## src/rtl/dram_block_master.sv

```systemverilog
// Block-level initiator for the dual-port DES data memory: 64-bit slot reads/writes become four
// two-byte beats. Defining DRAM_MASTER_SCRUB_EN zeroes the whole memory after every reset.
module dram_block_master #(
   parameter int unsigned ADDR_W = 6,
   parameter int unsigned DATA_W = 8
) (
   input  logic                clk,
   input  logic                rst_n,
   input  logic                req_valid,
   output logic                req_ready,
   input  logic                req_write,
   input  logic [ADDR_W-4:0]   req_slot,
   input  logic [8*DATA_W-1:0] req_data,
   output logic                rsp_valid,
   input  logic                rsp_ready,
   output logic [8*DATA_W-1:0] rsp_data,
   output logic                mem_en,
   output logic                mem_wr0,
   output logic                mem_wr1,
   output logic [ADDR_W-1:0]   mem_add0,
   output logic [ADDR_W-1:0]   mem_add1,
   output logic [DATA_W-1:0]   mem_data0_in,
   output logic [DATA_W-1:0]   mem_data1_in,
   input  logic [DATA_W-1:0]   mem_data0_out,
   input  logic [DATA_W-1:0]   mem_data1_out
);

   localparam int unsigned BlkW  = 8 * DATA_W;
   localparam int unsigned PairW = 2 * DATA_W;

`ifdef DRAM_MASTER_SCRUB_EN
   typedef enum logic [2:0] {StIdle, StWrite, StRead, StCapture, StResp, StScrub} state_e;
   localparam state_e ResetState = StScrub;
   localparam logic   ReadyRst   = 1'b0;
   localparam logic [ADDR_W-1:0] ScrubN = ADDR_W'(2 ** (ADDR_W - 1));
   logic [ADDR_W-1:0] scrub_q, scrub_d;
`else
   typedef enum logic [2:0] {StIdle, StWrite, StRead, StCapture, StResp} state_e;
   localparam state_e ResetState = StIdle;
   localparam logic   ReadyRst   = 1'b1;
`endif

   state_e              state_q, state_d;
   logic [1:0]          beat_q, beat_d, beat_nxt;
   logic [ADDR_W-4:0]   slot_q, slot_d;
   logic [BlkW-1:0]     buf_q, buf_d;
   logic                req_ready_d, rsp_valid_d, mem_en_d, mem_wr_d;
   logic [BlkW-1:0]     rsp_data_d;
   logic [ADDR_W-1:0]   add0_d, add1_d;
   logic [PairW-1:0]    wdata_d;

   // buf_q is a shift register: writes shift pending byte pairs out of the top,
   // reads shift captured pairs in at the bottom.
   always_comb begin
      state_d     = state_q;
      beat_d      = beat_q;
      beat_nxt    = beat_q + 2'd1;
      slot_d      = slot_q;
      buf_d       = buf_q;
      req_ready_d = req_ready;
      rsp_valid_d = rsp_valid;
      rsp_data_d  = rsp_data;
      mem_en_d    = 1'b0;
      mem_wr_d    = 1'b1;
      add0_d      = mem_add0;
      add1_d      = mem_add1;
      wdata_d     = {mem_data0_in, mem_data1_in};
`ifdef DRAM_MASTER_SCRUB_EN
      scrub_d     = scrub_q;
`endif
      unique case (state_q)
         StIdle: begin
            if (req_valid) begin
               state_d     = req_write ? StWrite : StRead;
               beat_d      = 2'd0;
               slot_d      = req_slot;
               buf_d       = {req_data[BlkW-PairW-1:0], {PairW{1'b0}}};
               req_ready_d = 1'b0;
               mem_en_d    = 1'b1;
               mem_wr_d    = ~req_write;
               add0_d      = {req_slot, 2'd0, 1'b0};
               add1_d      = {req_slot, 2'd0, 1'b1};
               wdata_d     = req_data[BlkW-1 -: PairW];
            end
         end
         StWrite: begin
            if (beat_q == 2'd3) begin
               state_d     = StIdle;
               req_ready_d = 1'b1;
            end else begin
               beat_d   = beat_nxt;
               mem_en_d = 1'b1;
               mem_wr_d = 1'b0;
               add0_d   = {slot_q, beat_nxt, 1'b0};
               add1_d   = {slot_q, beat_nxt, 1'b1};
               wdata_d  = buf_q[BlkW-1 -: PairW];
               buf_d    = buf_q << PairW;
            end
         end
         StRead: begin
            mem_en_d = 1'b1;
            // Memory data lags the address by one cycle, so beat k-1 lands here.
            if (beat_q != 2'd0) begin
               buf_d = {buf_q[BlkW-PairW-1:0], mem_data0_out, mem_data1_out};
            end
            if (beat_q == 2'd3) begin
               state_d = StCapture;
            end else begin
               beat_d = beat_nxt;
               add0_d = {slot_q, beat_nxt, 1'b0};
               add1_d = {slot_q, beat_nxt, 1'b1};
            end
         end
         StCapture: begin
            state_d     = StResp;
            rsp_valid_d = 1'b1;
            rsp_data_d  = {buf_q[BlkW-PairW-1:0], mem_data0_out, mem_data1_out};
         end
         StResp: begin
            if (rsp_ready) begin
               state_d     = StIdle;
               rsp_valid_d = 1'b0;
               req_ready_d = 1'b1;
            end
         end
`ifdef DRAM_MASTER_SCRUB_EN
         StScrub: begin
            if (scrub_q == ScrubN) begin
               state_d     = StIdle;
               req_ready_d = 1'b1;
            end else begin
               mem_en_d = 1'b1;
               mem_wr_d = 1'b0;
               add0_d   = {scrub_q[ADDR_W-2:0], 1'b0};
               add1_d   = {scrub_q[ADDR_W-2:0], 1'b1};
               wdata_d  = '0;
               scrub_d  = scrub_q + ADDR_W'(1);
            end
         end
`endif
         default: state_d = StIdle;
      endcase
   end

   always_ff @(posedge clk) begin
      if (!rst_n) begin
         state_q      <= ResetState;
         beat_q       <= 2'd0;
         slot_q       <= '0;
         buf_q        <= '0;
         req_ready    <= ReadyRst;
         rsp_valid    <= 1'b0;
         rsp_data     <= '0;
         mem_en       <= 1'b0;
         mem_wr0      <= 1'b1;
         mem_wr1      <= 1'b1;
         mem_add0     <= '0;
         mem_add1     <= '0;
         mem_data0_in <= '0;
         mem_data1_in <= '0;
`ifdef DRAM_MASTER_SCRUB_EN
         scrub_q      <= '0;
`endif
      end else begin
         state_q      <= state_d;
         beat_q       <= beat_d;
         slot_q       <= slot_d;
         buf_q        <= buf_d;
         req_ready    <= req_ready_d;
         rsp_valid    <= rsp_valid_d;
         rsp_data     <= rsp_data_d;
         mem_en       <= mem_en_d;
         mem_wr0      <= mem_wr_d;
         mem_wr1      <= mem_wr_d;
         mem_add0     <= add0_d;
         mem_add1     <= add1_d;
         mem_data0_in <= wdata_d[PairW-1:DATA_W];
         mem_data1_in <= wdata_d[DATA_W-1:0];
`ifdef DRAM_MASTER_SCRUB_EN
         scrub_q      <= scrub_d;
`endif
      end
   end

endmodule

```

## config.mk

```make
export PLATFORM = sky130hd
export DESIGN_NAME = dram_block_master
export DESIGN_NICKNAME = d
export VERILOG_FILES = /design/src/rtl/dram_block_master.sv
export SDC_FILE = /design/constraint.sdc
export NUM_CORES = 1
export LEC_CHECK = 0
export ABC_AREA = 1
export CAP_MARGIN = 30
export CORE_MARGIN = 5
export CORE_UTILIZATION = 50
export CTS_CLUSTER_SIZE = 28
export DETAILED_ROUTE_END_ITERATION = 6
export GPL_TIMING_DRIVEN = 0
export HOLD_SLACK_MARGIN = 0.06
export PLACE_DENSITY = 0.85
export RECOVER_POWER = 50
export SYNTH_ARGS = -nofsm -noshare
export SYNTH_HDL_FRONTEND = slang
export SYNTH_SLANG_ARGS = --single-unit
```

## constraint.sdc

```tcl
create_clock -name clk -period 4.5 [get_ports clk]
set_clock_uncertainty 0.15 [all_clocks]
set_input_delay 1.125 -clock clk [delete_from_list [all_inputs] [get_ports clk]]
set_output_delay 1.125 -clock clk [all_outputs]
set_load 0.02 [all_outputs]
```

# Word-level counts from Yosys, hierarchy flattened
# Index checks and enable logic that the tools add are counted.
[classes]
n_bitwise = 1
n_reduce_logical = 15
n_div = 0
eq_ne = 12
add_sub_neg = 1
n_mul = 0
mux = 34
magnitude_cmp = 0
n_shift = 0
[op_table]
columns = ["op", "n"]
rows = [
  ["$mux W64", 3],
  ["$pmux W64 S3", 1],
  ["$mux W16", 2],
  ["$pmux W16 S2", 1],
  ["$mux W6", 4],
  ["$pmux W6 S2", 2],
  ["$pmux W3 S5", 1],
  ["$ne A2 B2 Y1 const B", 7],
  ["$mux W3", 4],
  ["$reduce_and A4 Y1", 3],
  ["$mux W1", 8],
  ["$reduce_bool A2 Y1", 4],
  ["$eq A3 B2 Y1 const B", 2],
  ["$mux W2", 3],
  ["$pmux W1 S3", 2],
  ["$reduce_and A3 Y1", 2],
  ["$reduce_bool A3 Y1", 2],
  ["$pmux W1 S2", 2],
  ["$pmux W2 S2", 1],
  ["$reduce_and A2 Y1", 2],
  ["$eq A3 B1 Y1 const B", 1],
  ["$eq A3 B3 Y1 const B", 1],
  ["$logic_not A3 Y1", 1],
  ["$add A2 B1 Y2 const B", 1],
  ["other kinds (3)", 3],
]
[word_totals]
rom_bits = 0
latchBits = 0
mem_bits_rw = 0
regBits = 168
n_memories = 0
word_cells = 76

# Depth between registers and ports, before layout
# Gate-level depths: netlist (run 1).
[logic_depth]
depth_word = 4
mapped_depth = 10
ltp_nobuf = 9

# Worst setup path before layout (run 1)
# No wires, ideal clock.
[synth_timing]
kind = "input to register"
start = "input rst_n"
end = "register mem_en"
setup_slack_ns = 2.230
cell_stages = 5
path_buffers = 3
arrival_time_ns = 2.062
required_time_ns = 4.292
setup_time_ns = 0.058
path_cell_list = "clkbuf_1 clkbuf_1 clkbuf_1 o21ai_0 inv_1"
[synth_lines]
columns = ["item", "line", "text"]
rows = [
  ["start: declaration", "8", "input logic rst_n,"],
  ["end signal: assignment", "172", "mem_en <= mem_en_d;"],
  ["end: declaration", "17", "output logic mem_en,"],
]
# No word-level cell between the ends.

# Worst setup path in the final report (run 1)
[layout_timing]
start = "input req_valid"
end = "register buf_q[41]"
[layout_via]
elab_chain_cells = 2
[layout_lines]
columns = ["item", "line", "text"]
rows = [
  ["start: declaration", "9", "input logic req_valid,"],
  ["$ne A2 B2 Y1 (no source line)", "--", ""],
  ["$reduce_and A4 Y1 (no source line)", "--", ""],
  ["end signal: assignment", "168", "buf_q <= buf_d;"],
  ["end: declaration", "46", "logic [BlkW-1:0] buf_q, buf_d;"],
]
# No other way between the ends.
# A chain may end at the register's enable or synchronous reset.

==> run metrics, run 1 <==
status=finished clean; most frequent cell after synthesis=nand2_1; part of the power in combinational logic=approximately half; Yosys cell types=20; DRT antenna net count=0; area leader, netlist=dfxtp_1; Worst Setup End Kind=flop; critical path required time=approximately 4.7 ns; Placer Congestion=just under 0.9; largest net degree at the start of global routing=17; Commonest cells post-synth=nand2_1, nor2_1, dfxtp_1; synthesized area=between 0.006 and 0.007 mm²; post-synthesis simple-gate area fraction=about 34%; mean post-synth cell area=around 6.7 µm²; Area contributors post-synth=dfxtp_1, nand2_1, nor2_1; syn nets=about 1100; Num CTS Buffers=17; Slew headroom=about half; area growth from synthesis to layout=36.9%; RSZ-0062 raised after global routing=false; sequential cell area fraction in the yosys report=between 40 and 50%; Seq cells post-synth=160; fin nets=1339; Clock Pin Slew Worst Setup and Hold Paths=~0.060 ns; global-route wire length before repair=35300 µm; antenna violations before repair=0; Hold-fix buffers, CTS=0; Port Buffer Count=182; Seq pwr share=31.0%; Starting Density=50.7%; total global-route track usage=between 20% and 30%; top cell type's share of synthesized area=45.9%; H-tree depth=4; cts repair resizes=0; asr flop ratio synth=0%; Max Slew Vio Count=0; fillers=1211; r2r endpoint=rsp_data[20]$_SDFFE_PN0P_; grt ovf=0; Wirelength per Cell=approximately 15 µm; R2R cell count=7; Synth Area in Adders=0.359%; hold path startpoint=mem_add1[0]$_SDFFE_PN0P_; Power Dens Cells=roughly 750 mW/mm²; Cell Int Power=around 4100 µW; Post-CTS Setup Bufs=0; Max-cap violations=0; period utilization=between 70% and 80%; CP startpoint kind=input pin; Fmax achieved=0.309 GHz; Core Rows=43; Max VDD drop=0.000344 V; compound-cell area share of the yosys netlist=10.3%; largest family of logic cells by synthesized area=simple AND/OR/NAND/NOR gates; CTS tree=yes; Hold Path Class=reg -> reg; clock tree root driver cell=clkbuf_16; number of flops mapped to enable cells by yosys=0; smallest hold slack=0.306 ns; final hold violations=0; boundary pin count=roughly 190; CP Class=in -> reg; post-synthesis mux area share=0%; worst path arrival time=between 3 and 4 ns; hold depth=2; die area=between 0.015 and 0.02 mm²; Reg-to-Reg Start=state_q[0]$_SDFFE_PN0P_; slew of the pin with the lowest slew margin=around 0.74 ns; switching part of the total=between 40% and 50%; post-route minimum period=around 3.2 ns; Crit Path Max Fanout=10; Die X=128 µm; clock group share of total power=20.6%; number of vias per cell=5.09; Die H=128 µm; Top FF cell, synth=dfxtp_1; clk_lat worst skew=between 0.4 and 0.5 ns; share of cells above drive strength 1=5.00%; number of global-route vias before repair=approximately 7300; clk buf depth=2; clock tree sinks=between 150 and 200; r2r setup slk=about 1.8 ns; P_leak=0.00441 µW; DP HPWL=16400 µm; Design Power=roughly 7100 µW; setup_tns=0 ns; final wirelength=between 20000 and 25000 µm; xor-xnor portion of the synthesized cell area=0%; setup violators final=0; Hold Path End=mem_add1[0]$_SDFFE_PN0P_; Cells after Synth=1048; via count=7341; drt drc=0; ANT cells=0; DR pass1 iterations=7; Switch Pwr=3080 µW; Synth Warn #=0; drt first-iter violations=between 600 and 700; core box area=0.0138 mm²
layout by cell type, fill, tap and decap left out, drive strengths merged:
cell,netlist,layout
bufinv,0,3
ha,2,2
clkbuf,25,63
a21oi,42,42
o31ai,1,1
o21ai,100,100
inv,70,69
dlygate4sd3,0,1
clkdlybuf4s50,0,181
nand3,67,67
buf,49,33
nor2,237,237
nand2,293,293
dfxtp,160,160
clkinv,1,4
conb,1,1
clkinvlp,0,4
per-layer routing:
| metal | track usage (%) | share of wire [%] | wire, µm |
|---|---|---|---|
| met5 | 0 | 0 | 0 |
| met2 | 45.1 | 47 | 10200 |
| met4 | 10.5 | 2.9 | 641 |
| met1 | 34.5 | 43 | 9390 |
| met3 | 5.50 | 7.9 | 1740 |
cell families after synthesis:
kind of cell | after synthesis
simple gates | 597
flops | 160
buf+inv | 145
compound gates | 143
fa+ha+maj | 2
other cells | 1
through the flow:
| step | setup slack [ns] | cells | area, µm² | util, % |
|---|---|---|---|---|
| 3_3_place_gp | 1.53 | 1410 | 9030 | 65.5 |
| 6_report | 1.27 | 1441 | 9550 | 69.4 |
| 2_1_floorplan | 2.23 | 1048 | 6980 | - |
| 4_1_cts | 1.65 | 1441 | 9620 | 69.9 |
| 3_5_place_dp | 1.49 | 1410 | 9030 | 65.5 |
| 5_1_grt | 1.07 | 1441 | 9550 | 69.4 |
worst max path at each step:
stage                                        start                endpoint  slack, ns  cells past startpoint
after floorplan                              rst_n       mem_en$_SDFF_PN0_       2.23                      5
after global placement                   req_valid  buf_q[41]$_SDFFE_PN0P_       1.53                     10
after detailed placement                 req_valid  buf_q[41]$_SDFFE_PN0P_       1.49                     10
after CTS                 mem_add1[1]$_SDFFE_PN0P_             mem_add1[1]       1.65                      2
after global routing                     req_valid  buf_q[56]$_SDFFE_PN0P_       1.07                     10
final                                    req_valid  buf_q[41]$_SDFFE_PN0P_       1.27                     10
power groups by stage:
| stage | Sequential (µW) | Clock [µW] | Combinational, µW |
|---|---|---|---|
| 2_1_floorplan | 2380 | 0 | 2130 |
| 3_3_place_gp | 2220 | 0 | 3420 |
| 3_5_place_dp | 2230 | 0 | 3480 |
| 4_1_cts | 2200 | 1480 | 3520 |
| 5_1_grt | 2260 | 1530 | 3880 |
| 6_report | 2210 | 1470 | 3460 |
state kept, by name, summed over array words and instances (netlist names):
register / cells
mem_data1_in: 8
slot_q: 3
mem_add1: 5
rsp_data: 64
rsp_valid: 1
mem_data0_in: 8
state_q: 3
req_ready: 1
buf_q: 64
mem_en: 1
mem_add0: 1
mem_wr1: 1
worst max-delay path, cell delays in order:
cell and delay (ns):
dlygate4sd3_1 0.61, inv_1 0.09, nand3_1 0.11, nand2_1 0.11, clkinv_1 0.06, nand2_1 0.17
clkbuf_1 0.47, clkbuf_1 0.38, nor2_1 0.16, nor2_1 0.15
cell type report:
cell class,count,area [µm²],share of cell area (%)
Clock buffer,22,464,4.86
Sequential cell,160,3200,33.5
Inverter,71,267,2.79
Timing Repair Buffer,182,1820,19.1
Multi-Input combinational cell,743,3090,32.3
Tap cell,180,225,2.36
Buffer,74,350,3.67
Clock inverter,9,134,1.40
(Power assumes the default switching activity.)
==> inputs of run 2 (changes only) <==
--- a/config.mk
+++ b/config.mk
@@ -8,12 +8,12 @@
 export ABC_AREA = 1
 export CAP_MARGIN = 30
 export CORE_MARGIN = 5
-export CORE_UTILIZATION = 50
+export CORE_UTILIZATION = 49
 export CTS_CLUSTER_SIZE = 28
 export DETAILED_ROUTE_END_ITERATION = 6
 export GPL_TIMING_DRIVEN = 0
 export HOLD_SLACK_MARGIN = 0.06
-export PLACE_DENSITY = 0.85
+export PLACE_DENSITY = 0.84
 export RECOVER_POWER = 50
 export SYNTH_ARGS = -nofsm -noshare
 export SYNTH_HDL_FRONTEND = slang
==> constraint.sdc (replaced) <==
create_clock -name clk -period 3.1 [get_ports clk]
set_clock_uncertainty 0.15 [all_clocks]
set_input_delay 0.775 -clock clk [delete_from_list [all_inputs] [get_ports clk]]
set_output_delay 0.775 -clock clk [all_outputs]
set_load 0.02 [all_outputs]
==> run metrics, run 2 (same netlist as run 1, synthesis figures left out) <==
status=finished clean; commonest non-fill, non-tap cell in the layout=nand2_1; Slew headroom=about half; period utilization=approximately 86%; P_leak=0.00446 µW; global-route wire length before repair=between 30000 and 40000 µm; clk buf depth=2; Wirelength per Cell=15.5 µm; CP startpoint kind=flop; final hold violations=0; H-tree depth=4; FF/Latch Area=between 0.003 and 0.004 mm²; number of vias per cell=between 5 and 6; final wirelength=22300 µm; Post-CTS Setup Bufs=0; Power Dens Cells=1090 mW/mm²; boundary pin count=between 150 and 200; Starting Density=50.1%; Die X=about 130 µm; fillers=roughly 1200; clk_lat worst skew=~0.44 ns; CTS tree=yes; worst path arrival time=about 2.8 ns; setup_tns=0 ns; Hold-fix buffers, CTS=0; CP max-delay cell=nor2_1; Hold Path Class=reg -> reg; CP Class=reg -> reg; via count=roughly 7400; CP delay by family, top=buffers and inverters; ANT cells=0; Clock Pin Slew Worst Setup and Hold Paths=0.07 ns; cts repair resizes=0; setup violators final=0; clock tree sinks=160; max incr delay on CP=a little under 0.6 ns; Fmax achieved=approximately 0.38 GHz; Max Slew Vio Count=0; clock tree root driver cell=clkbuf_16; Num CTS Buffers=17; Port Buffer Count=between 150 and 200; Crit Path Max Fanout=10; antenna violations before repair=0; drt first-iter violations=656; most used cell, CP=clkbuf_1; fin nets=1339; number of global-route vias before repair=a little over 7000; slew of the pin with the lowest slew margin=0.764 ns; grt ovf=0; core box area=approximately 0.014 mm²; worst path cell trace=clkbuf_1 > nand2_1 > nor2_1 > clkbuf_1 > clkbuf_1 > a21oi_1; Worst Setup End Kind=flop; DP HPWL=about 16000 µm; area growth from synthesis to layout=37.5%; most frequent cells in the layout=nand2_1, nor2_1, clkdlybuf4s50_1, dfxtp_1, o21ai_0; DRT antenna net count=0; Core Rows=43; Max-cap violations=0; final core utilization=68.9%; total global-route track usage=26.9%; post-route minimum period=2.66 ns; largest net degree at the start of global routing=17; drt drc=0; Buf/Inv on CP=3; share of cells above drive strength 1=~5.5%; Max VDD drop=approximately 0.00046 V; top flop regs=buf_q x64, rsp_data x64; die area=about 0.017 mm²; DR pass1 iterations=5; Placer Congestion=between 0.8 and 0.9; Die H=approximately 130 µm; RSZ-0062 raised after global routing=false; critical path required time=about 3.3 ns; area occupied by multi-input gates=a little over 0.003 mm²
## run 2: worst register-to-register path, stage by stage, from the launching register on
cell and delay (ns):
dfxtp_1 0.31, clkbuf_1 0.25, nand2_1 0.09, nor2_1 0.59, clkbuf_1 0.54, clkbuf_1 0.43, a21oi_1 0.17
## run 2: final cells by class
cell class                 count  area share (%)
tap                          180            2.35
clock inverter                14            1.88
clock buffer                  18            4.58
multi-input combinational    743            32.1
inverter                      71            2.78
timing repair buffer         182            19.0
sequential                   160            33.4
buffer                        74            4.00
## run 2: power by group
part,switching [µW],internal (µW)
Clock,910,1300
Sequential,400,2800
Combinational,3250,1840
## run 2: metal layers
layer | wire, µm | global-route usage, %
met2 | 10400 | 44.0
met1 | 9350 | 34.3
met4 | 713 | 12.7
met5 | 0 | 0
met3 | 1890 | 5.07
## run 2: metrics by stage
step	instances	instance area, µm²	worst slack [ns]	total power [µW]	hold slack, ns
floorplan	1048	6980	1.18	6550	0.289
global placement	1410	9030	0.452	8160	0.288
CTS	1442	9650	0.600	10500	0.303
global route	1442	9600	0.294	11300	0.314
finish	1442	9600	0.442	10500	0.310
detailed placement	1410	9030	0.442	8270	0.294
## run 2: path summary, 6_finish.rpt
check | from | slack [ns] | cells after the start | end
setup / recovery | state_q[0]$_SDFFE_PN0P_ | 0.44 | 6 | rsp_data[57]$_SDFFE_PN0P_
hold / removal | mem_add1[0]$_SDFFE_PN0P_ | 0.31 | 2 | mem_add1[0]$_SDFFE_PN0P_
setup reg to reg | state_q[0]$_SDFFE_PN0P_ | 0.44 | 6 | rsp_data[57]$_SDFFE_PN0P_
hold reg to reg | mem_add1[0]$_SDFFE_PN0P_ | 0.31 | 2 | mem_add1[0]$_SDFFE_PN0P_
==> inputs of run 3 (changes only) <==
--- a/config.mk
+++ b/config.mk
@@ -5,15 +5,15 @@
 export SDC_FILE = /design/constraint.sdc
 export NUM_CORES = 1
 export LEC_CHECK = 0
-export ABC_AREA = 1
 export CAP_MARGIN = 30
+export CORE_ASPECT_RATIO = 2
 export CORE_MARGIN = 5
-export CORE_UTILIZATION = 49
+export CORE_UTILIZATION = 48
 export CTS_CLUSTER_SIZE = 28
 export DETAILED_ROUTE_END_ITERATION = 6
 export GPL_TIMING_DRIVEN = 0
 export HOLD_SLACK_MARGIN = 0.06
-export PLACE_DENSITY = 0.84
+export PLACE_DENSITY = 0.83
 export RECOVER_POWER = 50
 export SYNTH_ARGS = -nofsm -noshare
 export SYNTH_HDL_FRONTEND = slang
==> run metrics, run 3 <==
H-tree depth=4; largest net degree at the start of global routing=17; Core Rows=61; slew of the pin with the lowest slew margin=about 0.88 ns; top cell type's share of synthesized area=around 48%; asr flop ratio synth=0%; final core utilization=between 60% and 70%; cts repair resizes=0; Yosys cell types=39; Seq pwr share=40.4%; drt drc=0; post-route minimum period=around 2.6 ns; Starting Density=about half; setup violators final=0; Die X=93.6 µm; r2r setup slk=about 0.47 ns; Num CTS Buffers=17; sequential cell area fraction in the yosys report=between 40% and 50%; Max-cap violations=0; CP Class=reg -> reg; area growth from synthesis to layout=38.7%; drt first-iter violations=~360; R2R cell count=7; number of vias per cell=5.55; fillers=between 1000 and 1500; Hold-fix buffers, CTS=0; commonest non-fill, non-tap cell in the layout=nand2_1; clock tree sinks=160; core box area=0.0138 mm²; Wirelength per Cell=between 15 and 20 µm; DRT antenna net count=0; clock tree root driver cell=clkbuf_16; Power Dens Cells=roughly 700 mW/mm²; worst path arrival time=between 2 and 3 ns; Synth Warn #=0; number of global-route vias before repair=~6800; share of cells above drive strength 1=5.43%; CP startpoint kind=flop; hold depth=2; via count=6671; ANT cells=0; Commonest cells post-synth=nand2_1, dfxtp_1, a21boi_0; DP HPWL=roughly 17000 µm; Worst Setup End Kind=flop; placed cells=about 1200; clk buf depth=2; Hold Path End=rsp_data[49]$_SDFFE_PN0P_; boundary pin count=between 150 and 200; Cell Int Power=roughly 4200 µW; r2r endpoint=rsp_data[30]$_SDFFE_PN0P_; Post-CTS Setup Bufs=0; Switch Pwr=2400 µW; mean post-synth cell area=8.41 µm²; Clock Pin Slew Worst Setup and Hold Paths=around 0.06 ns; total global-route track usage=between 20% and 30%; Max Slew Vio Count=0; CTS tree=yes; part of the power in combinational logic=between 30% and 40%; fin nets=~1100; Cells after Synth=around 800; RSZ-0062 raised after global routing=false; setup_tns=0 ns; Area contributors post-synth=dfxtp_1, nand2_1, a21boi_0; final wirelength=22400 µm; Reg-to-Reg Start=state_q[1]$_SDFFE_PN0P_; most frequent cells in the layout=nand2_1, dfxtp_1, clkdlybuf4s50_1, dlygate4sd3_1, a21boi_0; final hold violations=0; period utilization=between 80% and 90%; switching part of the total=between 30% and 40%; syn nets=around 890; clk_lat worst skew=0.43 ns; Fmax achieved=0.381 GHz; Max VDD drop=slightly above 0.0005 V; number of flops mapped to enable cells by yosys=0; Top FF cell, synth=dfxtp_1; fin cells=1201; Port Buffer Count=around 180; P_leak=approximately 0.0037 µW; most frequent cell after synthesis=nand2_1; synthesized area=around 0.0067 mm²; status=finished clean; top flop regs=buf_q x64, rsp_data x64; Placer Congestion=0.913; Die H=between 150 and 200 µm; Crit Path Max Fanout=10; antenna violations before repair=0; Seq cells post-synth=between 150 and 200; hold path startpoint=rsp_data[49]$_SDFFE_PN0P_; grt ovf=0; Hold Path Class=reg -> reg; DR pass1 iterations=5; Slew headroom=41.4%; critical path required time=3.30 ns; die area=around 0.017 mm²; clock group share of total power=just under 30%; global-route wire length before repair=around 35000 µm; area leader, netlist=dfxtp_1
-- run 3: through the flow --
stage / worst slack (ns) / hold slack [ns] / cell area (µm²) / total power, µW
after global routing: 0.255 / 0.339 / 9310 / 6900
final: 0.475 / 0.308 / 9310 / 6590
after CTS: 0.570 / 0.315 / 9320 / 6620
after detailed placement: 0.136 / 0.306 / 8770 / 4680
after global placement: 0.161 / 0.299 / 8770 / 4640
after floorplan: 1.09 / 0.297 / 6710 / 3870
-- run 3: area by class of cell --
| class | count | area [µm²] | share of cell area (%) |
|---|---|---|---|
| Buffer | 81 | 345 | 3.71 |
| Clock buffer | 18 | 429 | 4.61 |
| Clock inverter | 14 | 120 | 1.29 |
| Inverter | 4 | 15.0 | 0.161 |
| Multi-Input combinational cell | 553 | 3140 | 33.7 |
| Sequential cell | 160 | 3200 | 34.4 |
| Tap cell | 189 | 236 | 2.54 |
| Timing Repair Buffer | 182 | 1820 | 19.6 |
-- run 3: power by group through the flow --
stage | clock, µW | sequential (µW) | combinational, µW
detailed placement | 0 | 2700 | 1980
floorplan | 0 | 2720 | 1150
global placement | 0 | 2690 | 1950
finish | 1950 | 2660 | 1980
CTS | 1960 | 2660 | 2010
global route | 2050 | 2690 | 2160
-- run 3: metal layers --
layer,share of wire (%),global-route usage [%]
met1,34,25.6
met2,53,51.0
met5,0,0
met3,5.1,4.51
met4,8.1,21.5
-- run 3: worst max-delay path, cell delays in order (launching register included) --
cell and delay, ns:
dfxtp_1 0.44, clkbuf_1 0.38, nand2_1 0.15, nor2_1 0.15, clkbuf_1 0.55, buf_1 0.44, nand2_1 0.10, a21boi_0 0.18
-- run 3: logic make-up (layout without fill, tap and decap cells) --
logic type,Yosys count,in the layout,share of synthesized area (%)
buffers and inverters,85,299,5.52
other,1,1,0.0559
AO/OA/AOI/OAI,215,215,23.7
adder cells (fa/ha/maj),2,2,0.373
AND/OR/NAND/NOR,314,314,19.5
XOR/XNOR,1,1,0.130
multiplexers,20,20,2.98
flip-flops,160,160,47.7
-- run 3: worst max-delay path by stage --
stage | startpoint | endpoint | slack [ns] | depth (start not counted)
after floorplan | req_valid | buf_q[43]$_SDFFE_PN0P_ | 1.09 | 6
after global placement | req_valid | mem_data0_in[6]$_SDFFE_PN0P_ | 0.16 | 6
after detailed placement | req_valid | mem_data0_in[6]$_SDFFE_PN0P_ | 0.14 | 6
after CTS | req_valid | mem_data0_in[6]$_SDFFE_PN0P_ | 0.57 | 6
after global routing | state_q[1]$_SDFFE_PN0P_ | rsp_data[2]$_SDFFE_PN0P_ | 0.25 | 7
final | state_q[1]$_SDFFE_PN0P_ | rsp_data[30]$_SDFFE_PN0P_ | 0.47 | 7
